==> src/rtl/spu_mem_stage_if.sv <==
// Local-store quadword request/ack bus between the SPU MEM stage (master) and the LS (slave).
interface spu_mem_stage_if #(
    parameter int unsigned LS_AW = 18
);
    logic             ls_req;
    logic             ls_we;
    logic [LS_AW-1:0] ls_addr;
    logic [0:127]     ls_wdata;
    logic             ls_ack;
    logic [0:127]     ls_rdata;

    modport master (output ls_req, ls_we, ls_addr, ls_wdata, input  ls_ack, ls_rdata);
    modport slave  (input  ls_req, ls_we, ls_addr, ls_wdata, output ls_ack, ls_rdata);
endinterface

==> src/rtl/spu_mem_stage.sv <==
// SPU MEM stage: even results pass to WB, odd-pipe quadword loads/stores run a req/ack LS access.
// Optional REQ abort after TIMEOUT_CYC ack-less cycles when MEM_TIMEOUT_EN is defined.
module spu_mem_stage #(
    parameter int unsigned LS_AW     = 18,
    parameter logic [0:2]  UID_LOAD  = 3'd5,
    parameter logic [0:2]  UID_STORE = 3'd6
`ifdef MEM_TIMEOUT_EN
    , parameter int unsigned TIMEOUT_CYC = 16
`endif
) (
    input  logic               clk,
    input  logic               rst,
    input  logic [0:6]         mem_rtaddr_e,
    input  logic               mem_wreg_e,
    input  logic [0:127]       mem_rt_e,
    input  logic [0:6]         mem_rtaddr_o,
    input  logic               mem_wreg_o,
    input  logic [0:127]       mem_rt_o,
    input  logic [0:2]         mem_uid_o,
    input  logic [0:31]        mem_memory_addr_o,
    spu_mem_stage_if.master    ls,
    output logic               stallreq_mem,
    output logic [0:6]         wb_rtaddr_e,
    output logic               wb_wreg_e,
    output logic [0:127]       wb_rt_e,
    output logic [0:6]         wb_rtaddr_o,
    output logic               wb_wreg_o,
    output logic [0:127]       wb_rt_o,
    output logic               err_timeout
);

    typedef enum logic {IDLE = 1'b0, REQ = 1'b1} state_t;

    state_t             state_q, state_d;
    logic               ls_req_q, ls_req_d;
    logic               ls_we_q, ls_we_d;
    logic [LS_AW-1:0]   ls_addr_q, ls_addr_d;
    logic [0:127]       ls_wdata_q, ls_wdata_d;
    logic [0:6]         lat_rtaddr_q, lat_rtaddr_d;
    logic               lat_wreg_q, lat_wreg_d;
    logic [0:6]         wb_rtaddr_e_q, wb_rtaddr_e_d;
    logic               wb_wreg_e_q, wb_wreg_e_d;
    logic [0:127]       wb_rt_e_q, wb_rt_e_d;
    logic [0:6]         wb_rtaddr_o_q, wb_rtaddr_o_d;
    logic               wb_wreg_o_q, wb_wreg_o_d;
    logic [0:127]       wb_rt_o_q, wb_rt_o_d;
    logic               is_ls_c;
    logic               tmo_c;

    // Byte-offset bits and bits above the LS window never reach the LS.
    logic unused_addr_bits;
    assign unused_addr_bits = ^{mem_memory_addr_o[0:31-LS_AW], mem_memory_addr_o[28:31]};

    assign is_ls_c = (mem_uid_o == UID_LOAD) || (mem_uid_o == UID_STORE);

`ifdef MEM_TIMEOUT_EN
    localparam int unsigned CNT_W = $clog2(TIMEOUT_CYC + 1);

    logic [CNT_W-1:0] cnt_q, cnt_d;
    logic             err_q, err_d;

    // Abort on the TIMEOUT_CYC-th consecutive REQ cycle without ack.
    assign tmo_c = (state_q == REQ) && !ls.ls_ack && (cnt_q == CNT_W'(TIMEOUT_CYC - 1));

    always_comb begin
        cnt_d = cnt_q;
        err_d = tmo_c;
        if (state_q == IDLE) begin
            cnt_d = '0;
        end else if (!ls.ls_ack) begin
            cnt_d = cnt_q + CNT_W'(1);
        end
    end

    always_ff @(posedge clk) begin
        if (rst) begin
            cnt_q <= '0;
            err_q <= 1'b0;
        end else begin
            cnt_q <= cnt_d;
            err_q <= err_d;
        end
    end

    assign err_timeout = err_q;
`else
    assign tmo_c       = 1'b0;
    assign err_timeout = 1'b0;
`endif

    // Stall is combinational so upstream holds on the accept cycle itself.
    assign stallreq_mem = (state_q == IDLE) ? is_ls_c : (!ls.ls_ack && !tmo_c);

    always_comb begin
        state_d       = state_q;
        ls_req_d      = ls_req_q;
        ls_we_d       = ls_we_q;
        ls_addr_d     = ls_addr_q;
        ls_wdata_d    = ls_wdata_q;
        lat_rtaddr_d  = lat_rtaddr_q;
        lat_wreg_d    = lat_wreg_q;
        wb_rtaddr_e_d = wb_rtaddr_e_q;
        wb_wreg_e_d   = wb_wreg_e_q;
        wb_rt_e_d     = wb_rt_e_q;
        wb_rtaddr_o_d = wb_rtaddr_o_q;
        wb_wreg_o_d   = wb_wreg_o_q;
        wb_rt_o_d     = wb_rt_o_q;
        case (state_q)
            IDLE: begin
                wb_rtaddr_e_d = mem_rtaddr_e;
                wb_wreg_e_d   = mem_wreg_e;
                wb_rt_e_d     = mem_rt_e;
                wb_rtaddr_o_d = mem_rtaddr_o;
                wb_rt_o_d     = mem_rt_o;
                wb_wreg_o_d   = mem_wreg_o && !is_ls_c;
                if (is_ls_c) begin
                    state_d      = REQ;
                    ls_req_d     = 1'b1;
                    ls_we_d      = (mem_uid_o == UID_STORE);
                    ls_addr_d    = {mem_memory_addr_o[32-LS_AW:27], 4'b0000};
                    ls_wdata_d   = mem_rt_o;
                    lat_rtaddr_d = mem_rtaddr_o;
                    lat_wreg_d   = mem_wreg_o;
                end
            end
            REQ: begin
                // Even result already went out on the accept edge; bubble both pipes.
                wb_wreg_e_d = 1'b0;
                wb_wreg_o_d = 1'b0;
                if (ls.ls_ack) begin
                    state_d  = IDLE;
                    ls_req_d = 1'b0;
                    if (!ls_we_q) begin
                        wb_rt_o_d     = ls.ls_rdata;
                        wb_wreg_o_d   = lat_wreg_q;
                        wb_rtaddr_o_d = lat_rtaddr_q;
                    end
                end else if (tmo_c) begin
                    state_d  = IDLE;
                    ls_req_d = 1'b0;
                end
            end
            default: state_d = IDLE;
        endcase
    end

    always_ff @(posedge clk) begin
        if (rst) begin
            state_q       <= IDLE;
            ls_req_q      <= 1'b0;
            ls_we_q       <= 1'b0;
            ls_addr_q     <= '0;
            ls_wdata_q    <= '0;
            lat_rtaddr_q  <= '0;
            lat_wreg_q    <= 1'b0;
            wb_rtaddr_e_q <= '0;
            wb_wreg_e_q   <= 1'b0;
            wb_rt_e_q     <= '0;
            wb_rtaddr_o_q <= '0;
            wb_wreg_o_q   <= 1'b0;
            wb_rt_o_q     <= '0;
        end else begin
            state_q       <= state_d;
            ls_req_q      <= ls_req_d;
            ls_we_q       <= ls_we_d;
            ls_addr_q     <= ls_addr_d;
            ls_wdata_q    <= ls_wdata_d;
            lat_rtaddr_q  <= lat_rtaddr_d;
            lat_wreg_q    <= lat_wreg_d;
            wb_rtaddr_e_q <= wb_rtaddr_e_d;
            wb_wreg_e_q   <= wb_wreg_e_d;
            wb_rt_e_q     <= wb_rt_e_d;
            wb_rtaddr_o_q <= wb_rtaddr_o_d;
            wb_wreg_o_q   <= wb_wreg_o_d;
            wb_rt_o_q     <= wb_rt_o_d;
        end
    end

    assign ls.ls_req    = ls_req_q;
    assign ls.ls_we     = ls_we_q;
    assign ls.ls_addr   = ls_addr_q;
    assign ls.ls_wdata  = ls_wdata_q;
    assign wb_rtaddr_e  = wb_rtaddr_e_q;
    assign wb_wreg_e    = wb_wreg_e_q;
    assign wb_rt_e      = wb_rt_e_q;
    assign wb_rtaddr_o  = wb_rtaddr_o_q;
    assign wb_wreg_o    = wb_wreg_o_q;
    assign wb_rt_o      = wb_rt_o_q;

endmodule
==> src/flat_wrapper.sv <==
// flat-port wrapper written by rule: the top's interface ports become plain ports
module spu_mem_stage_flat 
#(
    parameter int unsigned LS_AW     = 18,
    parameter logic [0:2]  UID_LOAD  = 3'd5,
    parameter logic [0:2]  UID_STORE = 3'd6

)
  (clk, rst, mem_rtaddr_e, mem_wreg_e, mem_rt_e, mem_rtaddr_o, mem_wreg_o, mem_rt_o, mem_uid_o, mem_memory_addr_o, stallreq_mem, wb_rtaddr_e, wb_wreg_e, wb_rt_e, wb_rtaddr_o, wb_wreg_o, wb_rt_o, err_timeout, ls_ls_req, ls_ls_we, ls_ls_addr, ls_ls_wdata, ls_ls_ack, ls_ls_rdata);
  spu_mem_stage_if #(.LS_AW(LS_AW)) ls_i ();
  input  logic clk;
  input  logic rst;
  input  logic [0:6] mem_rtaddr_e;
  input  logic mem_wreg_e;
  input  logic [0:127] mem_rt_e;
  input  logic [0:6] mem_rtaddr_o;
  input  logic mem_wreg_o;
  input  logic [0:127] mem_rt_o;
  input  logic [0:2] mem_uid_o;
  input  logic [0:31] mem_memory_addr_o;
  output logic stallreq_mem;
  output logic [0:6] wb_rtaddr_e;
  output logic wb_wreg_e;
  output logic [0:127] wb_rt_e;
  output logic [0:6] wb_rtaddr_o;
  output logic wb_wreg_o;
  output logic [0:127] wb_rt_o;
  output logic err_timeout;
  output wire logic [$bits(ls_i.ls_req)-1:0] ls_ls_req;
  output wire logic [$bits(ls_i.ls_we)-1:0] ls_ls_we;
  output wire logic [$bits(ls_i.ls_addr)-1:0] ls_ls_addr;
  output wire logic [$bits(ls_i.ls_wdata)-1:0] ls_ls_wdata;
  input wire logic [$bits(ls_i.ls_ack)-1:0] ls_ls_ack;
  input wire logic [$bits(ls_i.ls_rdata)-1:0] ls_ls_rdata;
  assign ls_ls_req = ls_i.ls_req;
  assign ls_ls_we = ls_i.ls_we;
  assign ls_ls_addr = ls_i.ls_addr;
  assign ls_ls_wdata = ls_i.ls_wdata;
  assign ls_i.ls_ack = ls_ls_ack;
  assign ls_i.ls_rdata = ls_ls_rdata;
  spu_mem_stage #(.LS_AW(LS_AW), .UID_LOAD(UID_LOAD), .UID_STORE(UID_STORE)) u_core (.clk(clk), .rst(rst), .mem_rtaddr_e(mem_rtaddr_e), .mem_wreg_e(mem_wreg_e), .mem_rt_e(mem_rt_e), .mem_rtaddr_o(mem_rtaddr_o), .mem_wreg_o(mem_wreg_o), .mem_rt_o(mem_rt_o), .mem_uid_o(mem_uid_o), .mem_memory_addr_o(mem_memory_addr_o), .ls(ls_i), .stallreq_mem(stallreq_mem), .wb_rtaddr_e(wb_rtaddr_e), .wb_wreg_e(wb_wreg_e), .wb_rt_e(wb_rt_e), .wb_rtaddr_o(wb_rtaddr_o), .wb_wreg_o(wb_wreg_o), .wb_rt_o(wb_rt_o), .err_timeout(err_timeout));
endmodule
==> config.mk <==
export PLATFORM = sky130hd
export DESIGN_NAME = spu_mem_stage_flat
export DESIGN_NICKNAME = d
export VERILOG_FILES = /design/src/rtl/spu_mem_stage_if.sv /design/src/rtl/spu_mem_stage.sv /design/src/flat_wrapper.sv
export SDC_FILE = /design/constraint.sdc
export NUM_CORES = 1
export LEC_CHECK = 0
export BUFFER_PORTS_ARGS = -buffer_cell sky130_fd_sc_hd__buf_4
export CAP_MARGIN = 15
export CORE_AREA = 2 2 330 332
export DETAILED_ROUTE_END_ITERATION = 8
export DIE_AREA = 0 0 332 334
export PLACE_DENSITY = 0.39
export SYNTH_ARGS = -nofsm -noshare
export SYNTH_HDL_FRONTEND = slang
export SYNTH_SLANG_ARGS = --single-unit
==> constraint.sdc <==
create_clock -name clk -period 2.02 [get_ports clk]
set_clock_uncertainty 0.05 [all_clocks]
set_input_delay 0.505 -clock clk [delete_from_list [all_inputs] [get_ports clk]]
set_output_delay 0.505 -clock clk [all_outputs]
set_load 0.05 [all_outputs]
Word level (Yosys, flattened, before mapping)
Cells that the tools add are included.

Bits of input ports: 438. Bits in registers: 425. Logic and storage cells: 43. Output and inout bits: 422.

Eq/ne operators: 5. Mux-type cells: 17. Bitwise gates (word level): 1. Reduce and logical (&&, ||, !) cells: 7.

Operators by type and width (number): $mux 128 (2); $pmux 128 s2 (1); $mux 7 (2); $pmux 7 s2 (1); $pmux 1 s2 (4); $mux 1 (7); $eq 3x3->1 const B (2); $reduce_and 2->1 (3); $ne 2x2->1 const B (2); $logic_not 1->1 (2); $ne 2x1->1 const B (1); $logic_and 1x1->1 (1); $logic_or 1x1->1 (1); $not 1->1 (1).

Depth between registers and ports, before layout
Gate-level depths: netlist of the first run.

Depth in word-level cells: 5. Mapped depth: 8. Mapped depth without buffers: 3.

Least setup slack after synthesis of the first run
OpenSTA, ideal clock, no wires.

Path kind: input to output. From: input mem_uid_o[1] (netlist name). To: output stallreq_mem. Slack: -0.195 ns. Stages on the path: 6. Arrival time: 1.660 ns. Required time: 1.465 ns. Path buffers: 3. Path through: xnor2_2 or2_1 buf_6 buf_6 buf_6 nand2_1.

Longest elaborated chain between the ends: 3. Elaborated cells on any way between the ends: 4. Classes of those cells: eq/ne: 2; mux: 1; reduce/logical: 1.

Ends and longest elaborated chain: start, declared (line flat_wrapper.sv:19) `input logic [0:2] mem_uid_o;`; $eq 3x3->1 (line spu_mem_stage.sv:54) `assign is_ls_c = (mem_uid_o == UID_LOAD) || (mem_uid_o == UID_STORE);`; $logic_or 1x1->1 * (line spu_mem_stage.sv:54); $mux 1 * (line spu_mem_stage.sv:92) `assign stallreq_mem = (state_q == IDLE) ? is_ls_c : (!ls.ls_ack && !tmo_c);`; end, declared (line flat_wrapper.sv:21) `output logic stallreq_mem;`.

Mark *: on every way between the ends. The rest lies on a longest branch, timed or not.

Worst setup path after layout of the first run
From: register u_core.state_q. To: output stallreq_mem.

Longest elaborated chain between the ends: 1.

Ends and longest elaborated chain: start, declared (line spu_mem_stage.sv:34) `state_t state_q, state_d;`; start signal, assigned (line spu_mem_stage.sv:163) `state_q <= state_d;`; $mux 1 (line spu_mem_stage.sv:92).

No other way between the ends.

==> flow_metrics.tcl, run 1 <==
set metrics [dict create \
    status "complete, but fails checks" \
    violations "negative setup slack" \
    finalSetupViolations 1 \
    synth_cell_type_count 30 \
    slowest_delay_ns 0.36 \
    drv_cap 0 \
    rsz0062_at_grt "true" \
    syn-cell-area_mm2 0.01862 \
    cp_num_cells 4 \
    cts_tree "yes" \
    max_freq_ghz 0.4617 \
    synth_top_area_cell "dfxtp_1" \
    dp_hpwl_mm 64.47 \
    fin_crit_sh_pct 107.2 \
    htreeDepth 2 \
    avgSynthCellArea_um2 9.012 \
    fp.dieH_um 334 \
    synth-seq-cells 425 \
    grtUsageTotal_pct 14.90 \
    powerDensity_mw_per_mm2 877.7 \
    antenna_found_initial 14 \
    start_kind "flop" \
    grt_pass1_vias 18023 \
    worstSkewPairLatency_ns 0.63 \
    grt_pass1_wl_mm 125.4 \
    cts_max_path_buffers 3 \
    io-pin-count 860 \
    postSynthCellCount 2066 \
    met3_wirelength_mm 5.251 \
    yosysSeqAreaShare_pct 45.70 \
    yosysWarnings 0 \
    synth_most_common_cell "dfxtp_1" \
    min_path_type "primary input to flop" \
    synthArstFlopShare_pct 0 \
    clock_sinks 425 \
    synth_common_cells "dfxtp_1, nor3_1, o21ai_0, nand2b_1, nor2b_1" \
    die-area_mm2 0.1109 \
    synthTopCellsByArea "dfxtp_1, mux2_2, mux2i_1, nor3_1, o21ai_0" \
    ff2ff_path_depth 6 \
    numCtsBuffers 54 \
    crit_start "u_core.state_q" \
    rows 121 \
    post-place-ws_ns 0.1326 \
    viasPerCell 4.086 \
    fin_crit_ns 2.166 \
    dr.first_iter.drc_count 881 \
    gp_congestion 0.8061 \
    crit_type "flop to output port" \
    worstPathRequired_ns 1.46 \
    finalNetCount 3378 \
    ant_nets 0 \
    instances_no_fill 4405 \
    ys.flop_type "dfxtp_1" \
    grt-ovfl-total 0 \
    routed.top_layer "met5" \
    maxSlewViolCount 0 \
    area_delta_synth_final_pct 59.47 \
    drtPass1Iterations 4 \
    drive_above_1_share_pct 40.83 \
    grt_max_degree 63 \
    crit_path_end "stallreq_mem" \
    post_drt_wl_per_cell_um 19.73 \
    coreArea_mm2 0.1078 \
    wl_met1_mm 35.75 \
    endpoint_kind "output port" \
    peakVddDrop_v 0.0006344 \
    portBuffers 836 \
    cp_slowest_cell "dfxtp_4" \
    synth.top_cell.area_share_pct 45.70 \
    cts-root-buf "clkbuf_16" \
    worst-r2r-setup-slack_ns 0.20 \
    drcViolationCount 0 \
    r2r_start "u_core.state_q" \
    finalWirelength_mm 86.93 \
    die_w_um 332 \
    crit_path_cell_trace "nand2b_4 > or2_4 > nand2_4 > buf_8" \
    num_vias 18000 \
    start_util_pct 17.27 \
    crit_buf_inv 1 \
    path_clk_slew_ns 0.06 \
    synth_edf_count 0 \
    cp_top_family "simple AND/OR/NAND/NOR gates" \
    layout_setup_ws_ns -0.1459 \
    hold_viol_final 0 \
    p_leak_uw 0.01246 \
    critPathArrivalTime_ns 1.61 \
    crit_fanout 3 \
    dp.cells 4198 \
    r2r_end "u_core.wb_rt_o[11]" \
    wl_met2_mm 42.91 \
]
-- worst reg2reg max path, delay by kind of cell, from the launching register on --
kind                   cells  cell delay, ns
AO/OA/AOI/OAI              1            0.13
AND/OR/NAND/NOR            1            0.06
buffers and inverters      3            0.71
multiplexers               1            0.36
flip-flops                 1            0.37
-- metrics by stage --
step	power [uW]	instance area (um^2)	utilization (%)	hold WS (ns)	TNS [ns]
final	26060	29690	27.54	0.06073	-0.1459
after global routing	27220	29690	27.54	0.03544	-0.2132
after CTS	26570	29670	27.53	0.0007370	-0.2270
after detailed placement	16220	26870	24.93	0.4286	0
after global placement	16230	26870	24.93	0.4275	0
after floorplan	13470	18640	-	0.3892	0
-- cell families (layout without fill, tap and decap cells) --
group	Yosys count	in the layout	synth area share, %
other	1	13	0.02014
AOI/OAI and AO/OA	441	441	13.29
muxes	269	269	15.36
buffers and inverters	212	1125	5.107
DFF	425	425	45.70
xor gates and xnor gates	1	1	0.08738
and+or+nand+nor	717	717	20.44
-- layer usage --
layer	track usage (%)	vias up
li1	-	8890
met2	25.48	559
met1	17.91	8421
met3	3.624	128
met5	0	-
met4	5.899	2
-- worst min path at each step --
stage,depth (start not counted),slack (ns),from,end
after floorplan,2,0.39,u_core.lat_wreg_q,u_core.wb_wreg_o
after global placement,2,0.43,u_core.wb_rt_e[56],u_core.wb_rt_e[56]
after detailed placement,2,0.43,u_core.wb_rt_o[32],u_core.wb_rt_o[32]
after CTS,3,0.0007,mem_rt_e[85],u_core.wb_rt_e[85]
after global routing,3,0.04,mem_rt_e[85],u_core.wb_rt_e[85]
final,3,0.06,mem_rt_e[8],u_core.wb_rt_e[8]
-- where the power goes --
group	switching [uW]	internal [uW]	total (uW)	leakage (uW)
clock network	4140	5770	9910	0.000878
registers	338	9010	9350	0.00352
logic	4320	2490	6800	0.00807
-- area by class of cell --
type / instances / area [um^2]
clock buffer: 82 / 1577
clock inverter: 17 / 217.7
timing repair buffer: 1023 / 8368
inverter: 3 / 16.27
fill: 11679 / 78100
sequential: 425 / 8512
antenna: 8 / 20.02
tap: 1414 / 1769
multi-input combinational: 1433 / 9211
-- cells in the final DEF (no fill, tap or decap), types with 67 or more instances in the layout --
cell type / n
mux2_2: 134
a21oi_1: 136
o21ai_0: 232
o21ai_2: 67
nand2b_1: 151
mux2i_1: 135
nor3_1: 268
nor2b_1: 150
dlygate4sd3_1: 99
nor2_1: 136
buf_4: 888
dfxtp_1: 424
-- sequential cells by signal, summed over array words and instances (netlist names) --
| signal | flops |
|---|---|
| u_core.ls.ls_wdata | 128 |
| u_core.wb_rt_e | 128 |
| u_core.wb_rt_o | 128 |
| u_core.ls.ls_addr | 14 |
| u_core.lat_rtaddr_q | 7 |
| u_core.wb_rtaddr_e | 7 |
| u_core.wb_rtaddr_o | 7 |
| u_core.lat_wreg_q | 1 |
| u_core.ls.ls_req | 1 |
| u_core.ls.ls_we | 1 |
| u_core.state_q | 1 |
| u_core.wb_wreg_e | 1 |
| u_core.wb_wreg_o | 1 |
-- repair_timing --
action,4_1_cts,5_1_grt
endpoints found under the setup margin,1,1
endpoints found under the hold margin,99,0
hold buffers,99,0
setup buffers,1,0
gates resized for setup,2,0
No activity file was read; power rests on OpenSTA's default activity.
==> inputs of run 2 (changes only) <==
--- a/config.mk
+++ b/config.mk
@@ -7,10 +7,12 @@
 export LEC_CHECK = 0
 export BUFFER_PORTS_ARGS = -buffer_cell sky130_fd_sc_hd__buf_4
 export CAP_MARGIN = 15
-export CORE_AREA = 2 2 330 332
+export CELL_PAD_IN_SITES_DETAIL_PLACEMENT = 0
+export CELL_PAD_IN_SITES_GLOBAL_PLACEMENT = 1
+export CORE_AREA = 2 2 337 339
 export DETAILED_ROUTE_END_ITERATION = 8
-export DIE_AREA = 0 0 332 334
-export PLACE_DENSITY = 0.39
+export DIE_AREA = 0 0 339 341
+export PLACE_DENSITY = 0.47
 export SYNTH_ARGS = -nofsm -noshare
 export SYNTH_HDL_FRONTEND = slang
 export SYNTH_SLANG_ARGS = --single-unit
==> run 2 against run 1 <==
The run still ends with negative setup slack left. First-iteration DRC count down 29%. Critical path depth unchanged. Via count shrank 0.67%. Sequential share of layout area shrank 0.21 points. Routed wire length increased by 5.9%. Largest cell class unchanged.
==> flow_metrics.tcl, run 2 (synthesis gave the netlist of run 1 again) <==
set metrics [dict create \
    drv_cap 0 \
    finalNetCount 3379 \
    grt_pass1_vias 18132 \
    met3_usage_pct 3.938 \
    p_leak_uw 0.01255 \
    peakVddDrop_v 0.0006754 \
    ff2ff_path_depth 6 \
    layout_commonest_cell "buf_4" \
    crit_start "u_core.state_q" \
    postPlaceCellArea_mm2 0.02713 \
    worstSkewPairLatency_ns 0.64 \
    worstPathRequired_ns 1.46 \
    viasPerCell 3.977 \
    die_w_um 339 \
    r2r_start "u_core.state_q" \
    start_kind "flop" \
    crit_path_end "stallreq_mem" \
    relSlewSlack_pct 65.45 \
    fin_crit_sh_pct 106.8 \
    maxSlewViolCount 0 \
    drcViolationCount 0 \
    fp.dieH_um 341 \
    post_drt_wl_per_cell_um 20.48 \
    drive_above_1_share_pct 41.73 \
    critPathArrivalTime_ns 1.60 \
    status "complete, but fails checks" \
    finalSetupViolations 1 \
    powerDensity_mw_per_mm2 901.3 \
    endpoint_kind "output port" \
    grt_max_degree 83 \
    crit_fanout 3 \
    rows 123 \
    final_cell_area_mm2 0.02991 \
    cts_tree "yes" \
    max_freq_ghz 0.4635 \
    gp_congestion 0.8085 \
    ant_nets 0 \
    layout_setup_ws_ns -0.1376 \
    violations "negative setup slack" \
    min_path_type "primary input to flop" \
    worst-r2r-setup-slack_ns 0.14 \
    dp_hpwl_mm 69.56 \
    path_clk_slew_ns 0.06 \
    fin_crit_ns 2.158 \
    grt-busiest-layer "met2" \
    grt_pass1_wl_mm 131.0 \
    layout_common_cells "buf_4, dfxtp_1, nor3_1, o21ai_0" \
    hold_viol_final 0 \
    area_delta_synth_final_pct 60.66 \
    htreeDepth 2 \
    rsz0062_at_grt "true" \
    finalWirelength_mm 92.07 \
    coreArea_mm2 0.1119 \
    clock_sinks 425 \
    cts-root-buf "clkbuf_16" \
    grt_use_met2_pct 26.14 \
    post-place-ws_ns 0.1026 \
    numCtsBuffers 57 \
    portBuffers 836 \
    io-pin-count 860 \
    die-area_mm2 0.1156 \
    crit_type "flop to output port" \
    start_util_pct 16.64 \
    grt-ovfl-total 0 \
    dr.first_iter.drc_count 627 \
    cts_max_path_buffers 3 \
    antenna_found_initial 17 \
    num_vias 17880 \
    min_from "mem_rt_e[26]" \
    worstMarginPinSlew_ns 0.5183 \
    r2r_end "u_core.wb_rt_e[115]" \
    drtPass1Iterations 4 \
    met1_usage_pct 18.31 \
    grtUsageTotal_pct 15.21 \
]
==> run 2: routing by layer <==
metal | routed length, um | up-vias | part of all wire (%)
li1 | - | 8901 | -
met4 | 2936 | 8 | 3.2
met2 | 45530 | 497 | 49
met1 | 38240 | 8348 | 42
met5 | 49 | - | 0.053
met3 | 5317 | 126 | 5.8
==> run 2: report_power, final <==
group / leakage [uW] / internal (uW) / total, uW / switching, uW
Sequential: 0.00352 / 9010 / 9350 / 339
Clock: 0.000957 / 6470 / 10700 / 4270
Combinational: 0.00808 / 2500 / 6870 / 4380
==> run 2: cell type report <==
cell class                      count  area (um^2)
Timing Repair Buffer             1021         8315
Sequential cell                   425         8513
Tap cell                         1500         1877
Multi-Input combinational cell   1433         9214
Inverter                            3        16.27
Antenna cell                        8        20.02
Clock buffer                       81         1617
Clock inverter                     25        341.6
Fill cell                       12248        81970
==> run 2: worst min-delay path by stage <==
stage	to	slack [ns]	depth (start not counted)
2_1_floorplan	u_core.wb_wreg_o	0.39	2
3_3_place_gp	u_core.ls.ls_req	0.41	2
3_5_place_dp	u_core.wb_wreg_o	0.42	2
4_1_cts	u_core.wb_rt_e[60]	0.00005	3
5_1_grt	u_core.ls.ls_wdata[59]	0.02	3
6_report	u_core.wb_rt_e[26]	0.06	3
==> run 2: stage by stage <==
stage	hold slack, ns	std cells	power (uW)	TNS (ns)	utilization [%]
final	0.05933	4496	26960	-0.1376	26.74
after global routing	0.02014	4495	28170	-0.2157	26.73
after CTS	0.00005151	4488	27550	-0.2216	26.72
after detailed placement	0.4182	4302	16370	0	24.24
after global placement	0.4088	4302	16380	0	24.24
after floorplan	0.3892	2070	13470	0	-
==> run 2: worst max-delay path, stage by stage, from the launching register on <==
cell and delay (ns):
dfxtp_4 0.36, nand2b_4 0.14, or2_4 0.25, nand2_4 0.06
buf_8 0.14
==> run 2: repair_timing <==
item                                    in CTS  in global routing
resized for setup                            3                  1
endpoints found under the hold margin       79                  0
hold buffers                                79                  0
endpoints found under the setup margin       1                  2
setup buffers                                1                  0
